--- src/rtl/bin_line_decoder_if.sv ---
// bin_line_decoder_if: valid/ready index input and one-hot line output of the binary line decoder.
`default_nettype none

interface bin_line_decoder_if #(
  parameter int IN_W = 3
) ();
  localparam int OUT_W = 2 ** IN_W;

  logic             in_valid;
  logic             in_ready;
  logic [IN_W-1:0]  in_bin;
  logic [OUT_W-1:0] out_line;
  logic             out_valid;
  logic             out_ack;

  modport slave (
    input  in_valid, in_bin, out_ack,
    output in_ready, out_line, out_valid
  );

  modport master (
    output in_valid, in_bin, out_ack,
    input  in_ready, out_line, out_valid
  );
endinterface

`default_nettype wire

--- src/rtl/bin_line_decoder.sv ---
// bin_line_decoder: accepts a binary index and drives its one-hot line for HOLD cycles, tracking a sticky served mask.
// Optional macro DECODER_ACK_EN adds a WAIT state that holds the line until out_ack.
`default_nettype none

module bin_line_decoder #(
  parameter int IN_W = 3,
  parameter int HOLD = 4
) (
  input  wire logic            clk,
  input  wire logic            rst,
  bin_line_decoder_if.slave    bus,
  output logic [2**IN_W-1:0]   served,
  input  wire logic            clr_served,
  output logic                 busy
);

  localparam int OUT_W = 2 ** IN_W;

`ifdef DECODER_ACK_EN
  typedef enum logic [1:0] {S_IDLE = 2'd0, S_DRIVE = 2'd1, S_WAIT = 2'd2} state_t;
`else
  typedef enum logic [1:0] {S_IDLE = 2'd0, S_DRIVE = 2'd1} state_t;
  logic w_unused_ack;
  assign w_unused_ack = bus.out_ack;
`endif

  state_t           r_state;
  logic [7:0]       r_cnt;
  logic [OUT_W-1:0] r_out_line;
  logic             r_out_valid;
  logic             r_in_ready;
  logic             r_busy;
  logic [OUT_W-1:0] r_served;
  logic [OUT_W-1:0] w_dec;

  assign w_dec         = OUT_W'(1) << bus.in_bin;
  assign bus.out_line  = r_out_line;
  assign bus.out_valid = r_out_valid;
  assign bus.in_ready  = r_in_ready;
  assign busy          = r_busy;
  assign served        = r_served;

  always_ff @(posedge clk) begin
    if (rst) begin
      r_state     <= S_IDLE;
      r_cnt       <= 8'd0;
      r_out_line  <= '0;
      r_out_valid <= 1'b0;
      r_in_ready  <= 1'b1;
      r_busy      <= 1'b0;
      r_served    <= '0;
    end else begin
      if (clr_served) begin
        r_served <= '0;
      end
      case (r_state)
        S_IDLE: begin
          if (bus.in_valid) begin
            r_state     <= S_DRIVE;
            r_cnt       <= 8'(HOLD - 1);
            r_out_line  <= w_dec;
            r_out_valid <= 1'b1;
            r_in_ready  <= 1'b0;
            r_busy      <= 1'b1;
            // A coincident clear drops old bits but keeps the line being set now
            r_served    <= (clr_served ? '0 : r_served) | w_dec;
          end
        end
        S_DRIVE: begin
          if (r_cnt == 8'd0) begin
`ifdef DECODER_ACK_EN
            if (bus.out_ack) begin
              r_state     <= S_IDLE;
              r_out_line  <= '0;
              r_out_valid <= 1'b0;
              r_in_ready  <= 1'b1;
              r_busy      <= 1'b0;
            end else begin
              r_state <= S_WAIT;
            end
`else
            r_state     <= S_IDLE;
            r_out_line  <= '0;
            r_out_valid <= 1'b0;
            r_in_ready  <= 1'b1;
            r_busy      <= 1'b0;
`endif
          end else begin
            r_cnt <= r_cnt - 8'd1;
          end
        end
`ifdef DECODER_ACK_EN
        S_WAIT: begin
          if (bus.out_ack) begin
            r_state     <= S_IDLE;
            r_out_line  <= '0;
            r_out_valid <= 1'b0;
            r_in_ready  <= 1'b1;
            r_busy      <= 1'b0;
          end
        end
`endif
        default: begin
          r_state     <= S_IDLE;
          r_out_line  <= '0;
          r_out_valid <= 1'b0;
          r_in_ready  <= 1'b1;
          r_busy      <= 1'b0;
        end
      endcase
    end
  end

endmodule

`default_nettype wire

--- src/flat_wrapper.sv ---
// flat-port wrapper written by rule: the top's interface ports become plain ports
module bin_line_decoder_flat 
#(
  parameter int IN_W = 3,
  parameter int HOLD = 4
)
  (clk, rst, served, clr_served, busy, bus_in_valid, bus_in_bin, bus_out_ack, bus_in_ready, bus_out_line, bus_out_valid);
  bin_line_decoder_if #(.IN_W(IN_W)) bus_i ();
  input  wire logic clk;
  input  wire logic rst;
  output logic [2**IN_W-1:0] served;
  input  wire logic clr_served;
  output logic busy;
  input wire logic [$bits(bus_i.in_valid)-1:0] bus_in_valid;
  input wire logic [$bits(bus_i.in_bin)-1:0] bus_in_bin;
  input wire logic [$bits(bus_i.out_ack)-1:0] bus_out_ack;
  output wire logic [$bits(bus_i.in_ready)-1:0] bus_in_ready;
  output wire logic [$bits(bus_i.out_line)-1:0] bus_out_line;
  output wire logic [$bits(bus_i.out_valid)-1:0] bus_out_valid;
  assign bus_i.in_valid = bus_in_valid;
  assign bus_i.in_bin = bus_in_bin;
  assign bus_i.out_ack = bus_out_ack;
  assign bus_in_ready = bus_i.in_ready;
  assign bus_out_line = bus_i.out_line;
  assign bus_out_valid = bus_i.out_valid;
  bin_line_decoder #(.IN_W(IN_W), .HOLD(HOLD)) u_core (.clk(clk), .rst(rst), .bus(bus_i), .served(served), .clr_served(clr_served), .busy(busy));
endmodule
--- config.mk ---
export PLATFORM = sky130hd
export DESIGN_NAME = bin_line_decoder_flat
export DESIGN_NICKNAME = d
export VERILOG_FILES = /design/src/rtl/bin_line_decoder_if.sv /design/src/rtl/bin_line_decoder.sv /design/src/flat_wrapper.sv
export SDC_FILE = /design/constraint.sdc
export NUM_CORES = 1
export LEC_CHECK = 0
export ABC_AREA = 0
export BUFFER_PORTS_ARGS = -buffer_cell sky130_fd_sc_hd__buf_4
export CORE_MARGIN = 3
export CORE_UTILIZATION = 43
export DETAILED_ROUTE_END_ITERATION = 7
export PLACE_DENSITY = 0.69
export SLEW_MARGIN = 10
export SYNTH_ARGS = -nofsm -noshare
export SYNTH_HDL_FRONTEND = slang
export SYNTH_SLANG_ARGS = --single-unit
--- constraint.sdc ---
create_clock -name clk -period 1.8 [get_ports clk]
set_input_delay 0.27 -clock clk [delete_from_list [all_inputs] [get_ports clk]]
set_output_delay 0.27 -clock clk [all_outputs]
set_load 0.005 [all_outputs]
# After elaboration in Yosys (flattened, before gate mapping)
# Cells that the tools add are included.
dict set report word_totals {
  register_bits 28
  wordCells 36
}
dict set report op_classes {
  add_sub_neg 1
  n_eq_ne 4
  n_shift 1
  n_mux 18
  bitwise 1
  reduce_logical 5
}
# operator count
set ops {}
lappend ops {{$mux 8} 7}
lappend ops {{$pmux 8 s2} 2}
lappend ops {{$logic_not 8->1} 1}
lappend ops {{$or 8x8->8} 1}
lappend ops {{$shl 1x3->8 const A} 1}
lappend ops {{$sub 8x1->8 const B} 1}
lappend ops {{$mux 1} 4}
lappend ops {{$mux 2} 2}
lappend ops {{$ne 2x2->1 const B} 2}
lappend ops {{$pmux 1 s2} 2}
lappend ops {{$pmux 2 s2} 1}
lappend ops {{$reduce_and 3->1} 1}
lappend ops {{$eq 2x1->1 const B} 1}
lappend ops {{$logic_not 2->1} 1}
lappend ops {{$ne 2x1->1 const B} 1}
lappend ops {{$reduce_and 2->1} 1}
lappend ops {{$reduce_bool 2->1} 1}

# Longest topological paths before layout
# Gate-level depths: netlist of run 1.
dict set report logic_depth {
  word_depth 4
  ltp_mapped 6
  depth_no_buf 6
}

# Worst setup path after synthesis of run 1
# No wires, ideal clock.
dict set report synth_path {
  path_type {flip-flop to flip-flop}
  start {register u_core.r_cnt[0]}
  end {register u_core.r_cnt[5]}
  t_arrival_ns 1.645
  required_time_ns 1.730
  path_slack_ns 0.085
  stages_incl_launch_ff 7
  n_path_buf 0
  cell_sequence {dfxtp_1 > inv_1 > ha_1 > nor3b_2 > a31o_2 > or4_1 > a21boi_1}
}
dict set report synth_between {
  elab_chain_len 3
}
# element line
set synth_rtl {}
lappend synth_rtl {{from (decl)} bin_line_decoder.sv:28} ;# logic [7:0] r_cnt;
lappend synth_rtl {{from (signal assigned)} bin_line_decoder.sv:60} ;# r_cnt <= 8'(HOLD - 1);
lappend synth_rtl {{from (signal assigned)} bin_line_decoder.sv:89} ;# r_cnt <= r_cnt - 8'd1;
lappend synth_rtl {{$sub 8x1->8 / $logic_not 8->1 (equally long branches)} {bin_line_decoder.sv:89, bin_line_decoder.sv:70}}
lappend synth_rtl {{$mux 8 / $ne 2x2->1 (equally long branches)} n/a}
lappend synth_rtl {{$pmux 8 s2 / $reduce_and 3->1 (equally long branches)} n/a}
# Parallel ways exist; a longest one is shown, timed or not. The select of a mux whose other input is x is not followed.
# A chain may end at the register's enable or synchronous reset.

# Worst setup path in the final report of run 1
dict set report layout_path {
  start {register u_core.r_cnt[1]}
  end {register u_core.r_cnt[5]}
}
# The elaborated chain is that of the path after synthesis.

==> qor.csv, run 1 <==
stage,metric,value,unit
timing,final hold violation count,0,
grt,GRT Total Usage,16.7,%
power_and_ir_drop,Pleak,0.000589,µW
die,Initial Util,47.6,%
timing,relative slew slack,72.0,%
timing,Final Critical Period,1.72,ns
synthesis,synth top area cells,"dfxtp_1 47%, a21oi_1 8.1%, nand2b_1 4.5%",
synthesis,register area share after synthesis,46.7,%
synthesis,"FFs w/ async S/R, synth",0,%
timing,Worst-Margin Slew,0.409,ns
placement,Detailed Place HPWL,1770,µm
detailed_routing,final wirelength,2590,µm
power_and_ir_drop,worst vdd ir,0.000671,V
job,total of max-cap violations,0,
timing,Fin Setup TNS,0,ns
clock_network,Post-CTS Hold Buffers,0,
placement,GPL Wtd Cong,0.853,
detailed_routing,DR WL/cell,14.4,µm
timing,final setup fails,0,
clock_network,Clock Sinks,26,
synthesis,Synth Cell Area,1110,µm²
power_and_ir_drop,Psw,413,µW
die,Ports,27,
placement,Area after DPL,1360,µm²
grt,largest net degree at the start of global routing,27,
timing,Clock Skew,0.00140,ns
grt,initial antenna violation count,0,
die,die width,56.9,µm
detailed_routing,Avg Vias per Cell,5.53,
die,Die Footprint,3240,µm²
synthesis,Main synth FF type,dfxtp_1,
placement,IO Port Bufs,25,
critical_path,slowest CP cell,or4_1,
detailed_routing,drc violations,0,
timing,RSZ-0062 raised after global routing,no,
synthesis,"count leader, synth",dfxtp_1,
die,core area,2340,µm²
detailed_routing,via count,995,
clock_network,CTS tree,built,
timing,Fmax,0.580,GHz
critical_path,crit path kind,reg2reg,
timing,final worst path period share,95.8,%
min_path,HP Class,in2reg,
timing,hold_ws,0.265,ns
grt,number of global-route vias before repair,938,
detailed_routing,Pre-Repair DR Iteration Count,4,
clock_network,CTS root buffer,clkbuf_4,
synthesis,Synth top area share,46.7,%
critical_path,slowest cell delay on critical path,0.46,ns
synthesis,Post-Syn Nets,128,
final_layout,Layout Cells excl Fill,180,
critical_path,CP top delay family,simple AND/OR/NAND/NOR gates,
detailed_routing,final antenna-violating net count,0,
synthesis,Synth top cells by count,"26 x dfxtp_1, 18 x a21oi_1, 12 x nand2_1",
clock_network,Max Root-Sink Buffers,2,
status,status,finished clean,
power_and_ir_drop,Comb pwr share,28.0,%
critical_path,Worst EP arrival,1.99,ns
final_layout,Nets,162,
detailed_routing,First DRT Iteration DRCs,31,
final_layout,# diodes,0,
power_and_ir_drop,Sw Ratio,28.2,%
final_layout,layout cells sized above 1,34.9,%
synthesis,"EDFF count, synth",0,
grt,first-pass GRT wire length,4300,µm
power_and_ir_drop,Final Total Pwr,1470,µW
power_and_ir_drop,Clock power frac,27.4,%
critical_path,Critical Path Sink Type,register,
clock_network,CTS HTree Levels,1,
power_and_ir_drop,register share of total power,44.6,%
clock_network,clock-pin slew on the worst setup and hold paths,0.14,ns
grt,total grt overflow,0,
die,cell row count,17,
clock_network,CTS Buf Count,3,
critical_path,Worst Path Buf+Inv,1,
critical_path,worst-path maximum fanout,5,
power_and_ir_drop,Power Density,1000,nW/µm²
critical_path,crit path launch type,register,
synthesis,"area leader, netlist",dfxtp_1,
synthesis,Mapped Cells,119,
critical_path,worst-path cell chain,inv_1 -> ha_4 -> nor3b_2 -> a31o_2 -> or4_1 -> a21boi_1,
placement,DP Cell Count,173,
synthesis,Synth Register Bits,26,
final_layout,fin area,1470,µm²
synthesis,Syn. warnings,0,
timing,max-slew violations,0,
critical_path,Worst EP required,2.06,ns
synthesis,syn_area_per_cell,9.36,µm²
final_layout,filler cell count in the final layout,203,
die,Die Ht,56.9,µm
clock_network,clk_lat worst skew,0.32,ns
power_and_ir_drop,P_int,1050,µW
synthesis,Unique masters post-synth,42,
final_layout,Synth-to-Final Area Change,31.7,%
[layout make-up]
cell class | count | area, µm² | share of cell area (%)
clock buffers | 3 | 22.5 | 1.54
well taps | 28 | 35.0 | 2.39
repair buffers | 35 | 263 | 17.9
clock inverters | 1 | 30.0 | 2.05
flip-flops and latches | 26 | 522 | 35.6
inverters | 3 | 11.3 | 0.768
multi-input cells | 84 | 583 | 39.8
[power groups by stage]
stage	clock network (µW)	registers, µW	logic, µW
global route	436	660	446
CTS	415	653	344
detailed placement	0	665	340
floorplan	0	660	229
global placement	0	663	332
finish	401	654	411
[tightest hold or removal path: cells and delay by family]
family          cells  cell delay (ns)
buf+inv             1             0.13
compound gates      1             0.06
simple gates        1             0.09
[metal layers]
| metal | global-route usage [%] | wire (µm) | vias to the layer above | part of all wire [%] |
|---|---|---|---|---|
| li1 | - | - | 493 | - |
| met1 | 23.3 | 1240 | 473 | 48 |
| met2 | 25.4 | 1180 | 25 | 46 |
| met3 | 2.76 | 124 | 4 | 4.8 |
| met4 | 6.29 | 38 | 0 | 1.5 |
| met5 | 0 | 0 | - | 0 |
[kinds of logic after synthesis]
kind of cell | synth area share [%]
AND/OR/NAND/NOR | 25.5
adder cells (fa/ha/maj) | 1.12
buffers and inverters | 3.37
multiplexers | 2.25
flip-flops | 46.7
AO/OA/AOI/OAI | 19.4
XOR/XNOR | 1.57
[through the flow]
stage               utilization (%)  setup WS (ns)
floorplan                         -         0.0846
global placement               58.2         0.0594
detailed placement             58.2         0.0262
CTS                            60.5         0.0188
global route                   62.7        0.00593
finish                         62.7         0.0760
[flip-flops by register name (all words and copies together) (netlist names)]
register / cells
u_core.r_state: 1
u_core.served: 8
u_core.bus.in_ready: 1
u_core.bus.out_line: 8
u_core.r_cnt: 8
[path summary, 6_finish.rpt]
| path | cells past startpoint | endpoint | from | slack (ns) |
|---|---|---|---|---|
| min | 3 | u_core.bus.out_line[6] | bus_in_bin[2] | 0.26 |
| max | 6 | u_core.r_cnt[5] | u_core.r_cnt[1] | 0.08 |
| min reg2reg | 2 | u_core.bus.out_line[0] | u_core.bus.out_line[0] | 0.47 |
| max reg2reg | 6 | u_core.r_cnt[5] | u_core.r_cnt[1] | 0.08 |
[cells in the final DEF (no fill, tap or decap), drive strengths merged, types with 5 or more instances in the layout]
cell type and n:
a21oi 18, nor2 5, nand2b 8, buf 35, nand2 13, dfxtp 26
[what timing repair did]
item / in CTS / in global routing
buffers inserted: 0 / 3
resized for setup: 1 / 4
pin swaps: 0 / 1
setup endpoints to repair: 1 / 3
Power figures use the tool's default switching activity.
==> run 2, diff against run 1 <==
- CORE_ASPECT_RATIO: unset -> 0.8
==> run 2 against run 1 <==
Effect of this change: combinational power shrank 12%; sequential share of layout area grew 1.4 points; critical path depth is the same; sequential cell count is the same; clock power shrank 39%; count of clock-buffer cells in the layout is the same; worst setup slack gained 0.032 ns; total power shrank 15%; register-to-register slack gained 0.03 ns; fmax grew 1.9%; non-clock buffer count shrank 1; largest cell class unchanged; largest power group unchanged.
==> qor.csv, run 2 (synthesis gave the netlist of run 1 again) <==
stage,metric,value,unit,change
grt,largest net degree at the start of global routing,27,,unchanged
clock_network,CTS root buffer,clkbuf_4,,
critical_path,crit path from,u_core.r_cnt[1],,
die,cell row count,15,,-2
grt,total grt overflow,0,,unchanged
power_and_ir_drop,worst vdd ir,0.000773,V,+15%
power_and_ir_drop,P_int,872,µW,-17%
grt,number of global-route vias before repair,885,,-5.7%
placement,IO Port Bufs,25,,unchanged
placement,DP Cell Count,180,,+4.0%
grt,first-pass GRT wire length,4100,µm,-4.7%
detailed_routing,final wirelength,2480,µm,-4.2%
detailed_routing,M1 wire length,1210,µm,-2.6%
power_and_ir_drop,Comb pwr share,28.7,%,+0.7 points
critical_path,Critical Path Sink Type,register,,
die,Initial Util,48.2,%,+0.64 points
critical_path,crit path kind,reg2reg,,
timing,max-slew violations,0,,unchanged
timing,Fmax,0.591,GHz,+1.9%
detailed_routing,met3 wire len,155,µm,+25%
placement,Detailed Place HPWL,1900,µm,+7.3%
clock_network,clk_lat worst skew,0.32,ns,about the same
final_layout,# diodes,0,,unchanged
timing,final hold violation count,0,,unchanged
clock_network,Clock Sinks,26,,unchanged
detailed_routing,via count,985,,-1.0%
timing,final setup fails,0,,unchanged
clock_network,clock-pin slew on the worst setup and hold paths,0.14,ns,about the same
critical_path,slowest cell delay on critical path,0.39,ns,-0.07 ns
final_layout,"most common cell after layout, fill and taps aside",buf_4,,
min_path,HP Class,in2reg,,
final_layout,Synth-to-Final Area Change,26.7,%,
critical_path,worst-path cell chain,inv_1 -> ha_2 -> or3b_1 -> a2111oi_2 -> xnor2_1 -> nor3_2,,
die,die width,62.9,µm,+11%
status,status,finished clean,,
power_and_ir_drop,Power Density,888,nW/µm²,-11%
detailed_routing,DR WL/cell,13.5,µm,-6.3%
die,Ports,27,,unchanged
power_and_ir_drop,Sw Ratio,30.4,%,+2.2 points
detailed_routing,final antenna-violating net count,0,,unchanged
critical_path,slowest CP cell,or3b_1,,
clock_network,Post-CTS Hold Buffers,0,,unchanged
power_and_ir_drop,register share of total power,51.9,%,+7.3 points
critical_path,crit path launch type,register,,
placement,GPL Wtd Cong,0.803,,-5.9%
critical_path,CP top delay family,simple AND/OR/NAND/NOR gates,,
power_and_ir_drop,Psw,381,µW,-7.9%
clock_network,CTS tree,built,,
die,Die Ht,51.5,µm,-9.4%
final_layout,most frequent cells in the layout,"34 x buf_4, 25 x dfxtp_1, 18 x a21oi_1, 12 x nand2_1, 8 x nand2b_1",,
clock_network,CTS HTree Levels,1,,unchanged
timing,final worst path period share,94.0,%,-1.8 points
power_and_ir_drop,Pleak,0.000568,µW,-3.5%
detailed_routing,First DRT Iteration DRCs,24,,-23%
timing,Worst-Margin Slew,0.477,ns,+0.0681 ns
grt,initial antenna violation count,0,,unchanged
clock_network,CTS Buf Count,3,,unchanged
final_layout,Nets,161,,-0.62%
detailed_routing,drc violations,0,,unchanged
job,total of max-cap violations,0,,unchanged
detailed_routing,top sig layer,met4,,
die,Die Footprint,3240,µm²,+0.11%
timing,Final Critical Period,1.69,ns,-0.0316 ns
critical_path,Worst R2R Start,u_core.r_cnt[1],,
detailed_routing,Avg Vias per Cell,5.35,,-3.2%
critical_path,Worst EP required,2.01,ns,-0.05 ns
critical_path,Worst EP arrival,1.91,ns,-0.08 ns
min_path,hold path startpoint,bus_in_bin[1],,
timing,relative slew slack,67.9,%,-4.1 points
critical_path,worst-path maximum fanout,3,,-2
detailed_routing,Pre-Repair DR Iteration Count,4,,unchanged
timing,Fin Setup TNS,0,ns,unchanged
final_layout,layout cells sized above 1,33.3,%,-1.5 points
die,core area,2310,µm²,-1.3%
power_and_ir_drop,Clock power frac,19.5,%,-7.9 points
timing,RSZ-0062 raised after global routing,no,,
timing,Clock Skew,0.00836,ns,+0.00696 ns
grt,GRT Total Usage,16.1,%,-0.55 points
detailed_routing,met2 routed WL,1100,µm,-7.1%
clock_network,Max Root-Sink Buffers,2,,unchanged
timing,hold_ws,0.254,ns,-0.0111 ns
final_layout,Layout Cells excl Fill,184,,+2.2%
critical_path,Worst Path Buf+Inv,1,,unchanged
==> run 2: power by group through the flow <==
stage,Clock (µW),Sequential [µW],Combinational [µW]
2_1_floorplan,0,660,229
3_3_place_gp,0,659,339
3_5_place_dp,0,663,351
4_1_cts,249,650,352
5_1_grt,276,655,395
6_report,244,650,360
==> run 2: area by class of cell <==
| type | instances | area, µm² |
|---|---|---|
| tap | 34 | 42.5 |
| inverter | 3 | 11.3 |
| sequential | 26 | 522 |
| fill | 222 | 897 |
| clock buffer | 3 | 22.5 |
| timing repair buffer | 34 | 255 |
| multi-input combinational | 84 | 558 |
==> run 2: stage by stage <==
stage          setup WS [ns]  utilization, %  total power (µW)  area [µm²]
2_1_floorplan         0.0846               -               889        1110
3_3_place_gp           0.113            59.7               999        1380
3_5_place_dp          0.0334            59.7              1010        1380
4_1_cts              0.00257            60.7              1250        1400
5_1_grt               0.0129            61.1              1330        1410
6_report               0.108            61.1              1250        1410
==> run 2: tightest hold or removal path: stages <==
cell     delay, ns
buf_4         0.13
nand3_1       0.09
a21oi_1       0.06
==> run 2: final timing paths <==
path / slack [ns] / cells past startpoint / endpoint
worst max-delay path: 0.11 / 6 / u_core.r_cnt[6]
worst min-delay path: 0.25 / 3 / u_core.served[3]
worst max register to register: 0.11 / 6 / u_core.r_cnt[6]
worst min register to register: 0.47 / 2 / u_core.bus.out_line[4]
==> run 2: what timing repair did <==
item | CTS | global route
resized for setup | 0 | 2
endpoints found under the setup margin | 0 | 4
hold endpoints to repair | 0 | 0
buffers inserted | 0 | 1
==> run 2: routing by layer <==
metal | track usage (%) | vias to the layer above
met5 | 0 | -
met4 | 4.03 | 0
met3 | 4.75 | 2
met2 | 24.7 | 25
met1 | 22.3 | 466
li1 | - | 492
==> run 3, diff against run 2 <==
- CORE_MARGIN: 3 -> unset
- RECOVER_POWER: unset -> 100
==> run 3 against run 2 <==
Effect of this change: global-route usage rose by 2.3 points; die area decreased by 14%; final cell count rose by 1.1%; largest power group unchanged; worst hold slack got worse by 0.0096 ns; sequential power about the same; total power is 14% higher; via count rose by 3.1%; fmax decreased by 1.2%; sequential cell count unchanged; highest routed layer unchanged.
==> qor.csv, run 3 (synthesis gave the netlist of run 1 again) <==
stage,metric,value,unit,change
timing,final hold violation count,0,,unchanged
critical_path,register-to-register setup slack,0.09,ns,-0.02 ns
critical_path,crit path launch type,register,,
critical_path,Critical Path Sink Type,register,,
detailed_routing,met3 wire len,133,µm,-14%
final_layout,Nets,160,,-0.62%
detailed_routing,drc violations,0,,unchanged
timing,final setup fails,0,,unchanged
grt,largest net degree at the start of global routing,27,,unchanged
final_layout,most frequent cells in the layout,"25 x dfxtp_1, 22 x clkbuf_4, 18 x a21oi_1, 12 x nand2_1, 10 x buf_4",,
detailed_routing,M1 wire length,1280,µm,+6.1%
die,die width,58.9,µm,-6.4%
clock_network,clk_lat worst skew,0.33,ns,about the same
clock_network,Clock Sinks,26,,unchanged
critical_path,worst-path maximum fanout,5,,+2
final_layout,sequential cell area,522,µm²,unchanged
critical_path,Worst R2R Start,u_core.r_cnt[0],,
detailed_routing,via count,1016,,+3.1%
job,total of max-cap violations,0,,unchanged
detailed_routing,DR WL/cell,13.6,µm,+1.3%
placement,GPL Wtd Cong,0.776,,-3.4%
final_layout,Synth-to-Final Area Change,29.9,%,
critical_path,Worst EP arrival,1.98,ns,+0.07 ns
detailed_routing,Avg Vias per Cell,5.46,,+2.0%
detailed_routing,top sig layer,met4,,
grt,number of global-route vias before repair,812,,-8.2%
timing,Worst-Margin Slew,0.536,ns,+0.0586 ns
power_and_ir_drop,Pleak,0.000562,µW,-1.2%
detailed_routing,First DRT Iteration DRCs,36,,+50%
grt,initial antenna violation count,0,,unchanged
final_layout,utilization after layout,59.2,%,-1.9 points
die,Die Ht,47.5,µm,-7.8%
timing,relative slew slack,64.0,%,-3.9 points
status,status,finished clean,,
final_layout,layout cells sized above 1,32.7,%,-0.67 points
die,Ports,27,,unchanged
grt,first-pass GRT wire length,3800,µm,-7.4%
die,core area,2440,µm²,+5.8%
min_path,HP Class,in2reg,,
placement,DP Worst Slack,-0.000648,ns,-0.0341 ns
detailed_routing,final wirelength,2540,µm,+2.4%
clock_network,CTS tree,built,,
clock_network,Max Root-Sink Buffers,2,,unchanged
timing,max-slew violations,0,,unchanged
critical_path,Worst EP required,2.07,ns,+0.06 ns
grt,GRT Total Usage,18.4,%,+2.3 points
clock_network,Post-CTS Hold Buffers,0,,unchanged
final_layout,# diodes,0,,unchanged
grt,total grt overflow,0,,unchanged
power_and_ir_drop,Power Density,989,nW/µm²,+11%
die,Die Footprint,2800,µm²,-14%
critical_path,crit path kind,reg2reg,,
clock_network,clock-pin slew on the worst setup and hold paths,0.15,ns,about the same
critical_path,worst r2r path cells,6,,unchanged
critical_path,end of the worst register-to-register path,u_core.r_cnt[5],,
placement,IO Port Bufs,25,,unchanged
timing,final worst path period share,95.2,%,+1.2 points
detailed_routing,final antenna-violating net count,0,,unchanged
timing,Final Critical Period,1.71,ns,+0.0209 ns
timing,Fmax,0.584,GHz,-1.2%
timing,Clock Skew,0.00120,ns,-0.00716 ns
power_and_ir_drop,worst vdd ir,0.000475,V,-39%
final_layout,filler cell count in the final layout,238,,+7.2%
min_path,Worst Hold End,u_core.served[2],,
clock_network,CTS root buffer,clkbuf_4,,
clock_network,CTS HTree Levels,1,,unchanged
die,Initial Util,45.6,%,-2.6 points
placement,Area after DPL,1370,µm²,-0.36%
die,cell row count,16,,+1
final_layout,"most common cell after layout, fill and taps aside",dfxtp_1,,
clock_network,CTS Buf Count,3,,unchanged
timing,Fin Setup TNS,0,ns,unchanged
timing,final worst setup slack,0.0867,ns,-0.0209 ns
detailed_routing,Pre-Repair DR Iteration Count,4,,unchanged
placement,Detailed Place HPWL,1760,µm,-7.4%
min_path,WHS Path Cells,3,,unchanged
detailed_routing,met2 routed WL,1120,µm,+1.8%
final_layout,Multi-input gate area,581,µm²,+4.0%
min_path,hold path startpoint,clr_served,,
final_layout,fin area,1450,µm²,+2.5%
## run 3: changes by cell type in the layout (fill, tap and decap cells not counted), sizes merged
cell	before	now
bufinv	0	1
buf	34	10
clkbuf	3	26
## run 3: critical path, cell delays in order, from the launching register on
cell,delay (ns)
dfxtp_1,0.36
inv_1,0.07
ha_4,0.17
nor3b_2,0.16
a31o_2,0.26
or4_1,0.49
a21boi_1,0.15
## run 3: how the worst max path moves through the flow
stage | cells after the start | slack (ns) | to | start
3_3_place_gp | 6 | 0.07 | u_core.r_cnt[5] | u_core.r_cnt[1]
3_5_place_dp | 6 | -0.0006 | u_core.r_cnt[5] | u_core.r_cnt[1]
2_1_floorplan | 6 | 0.08 | u_core.r_cnt[5] | u_core.r_cnt[0]
4_1_cts | 6 | 0.008 | u_core.r_cnt[5] | u_core.r_cnt[1]
6_report | 6 | 0.09 | u_core.r_cnt[5] | u_core.r_cnt[0]
5_1_grt | 7 | -0.02 | u_core.r_cnt[1] | u_core.r_cnt[0]
## run 3: stage by stage
stage               power (µW)  hold WS, ns  cells
finish                    1430        0.244    186
floorplan                  889        0.441    119
detailed placement        1010        0.448    181
CTS                       1420        0.239    185
global placement           994        0.446    181
global route              1490        0.234    186
## run 3: repair_timing
item / CTS / global route
setup endpoints to repair: 2 / 3
setup buffers: 0 / 1
resized for setup: 2 / 4
pin swaps: 0 / 1
cloned: 0 / 0
## run 3: area by class of cell
cell class | instances | area share [%]
inverters | 3 | 0.779
repair buffers | 33 | 16.3
flip-flops and latches | 26 | 36.1
well taps | 36 | 3.11
clock inverters | 1 | 2.08
clock buffers | 3 | 1.56
multi-input cells | 84 | 40.1
## run 3: metal layers
| metal | track usage, % | up-vias |
|---|---|---|
| met5 | 0 | - |
| met4 | 5.71 | 0 |
| met3 | 3.24 | 2 |
| met2 | 27.5 | 40 |
| met1 | 27.1 | 477 |
| li1 | - | 497 |
## run 3: power breakdown
group	switching (µW)	internal [µW]	leakage (µW)
combinational	194	176	0.000322
clock	185	225	0.0000279
sequential	37.2	613	0.000212
total	416	1010	0.000562
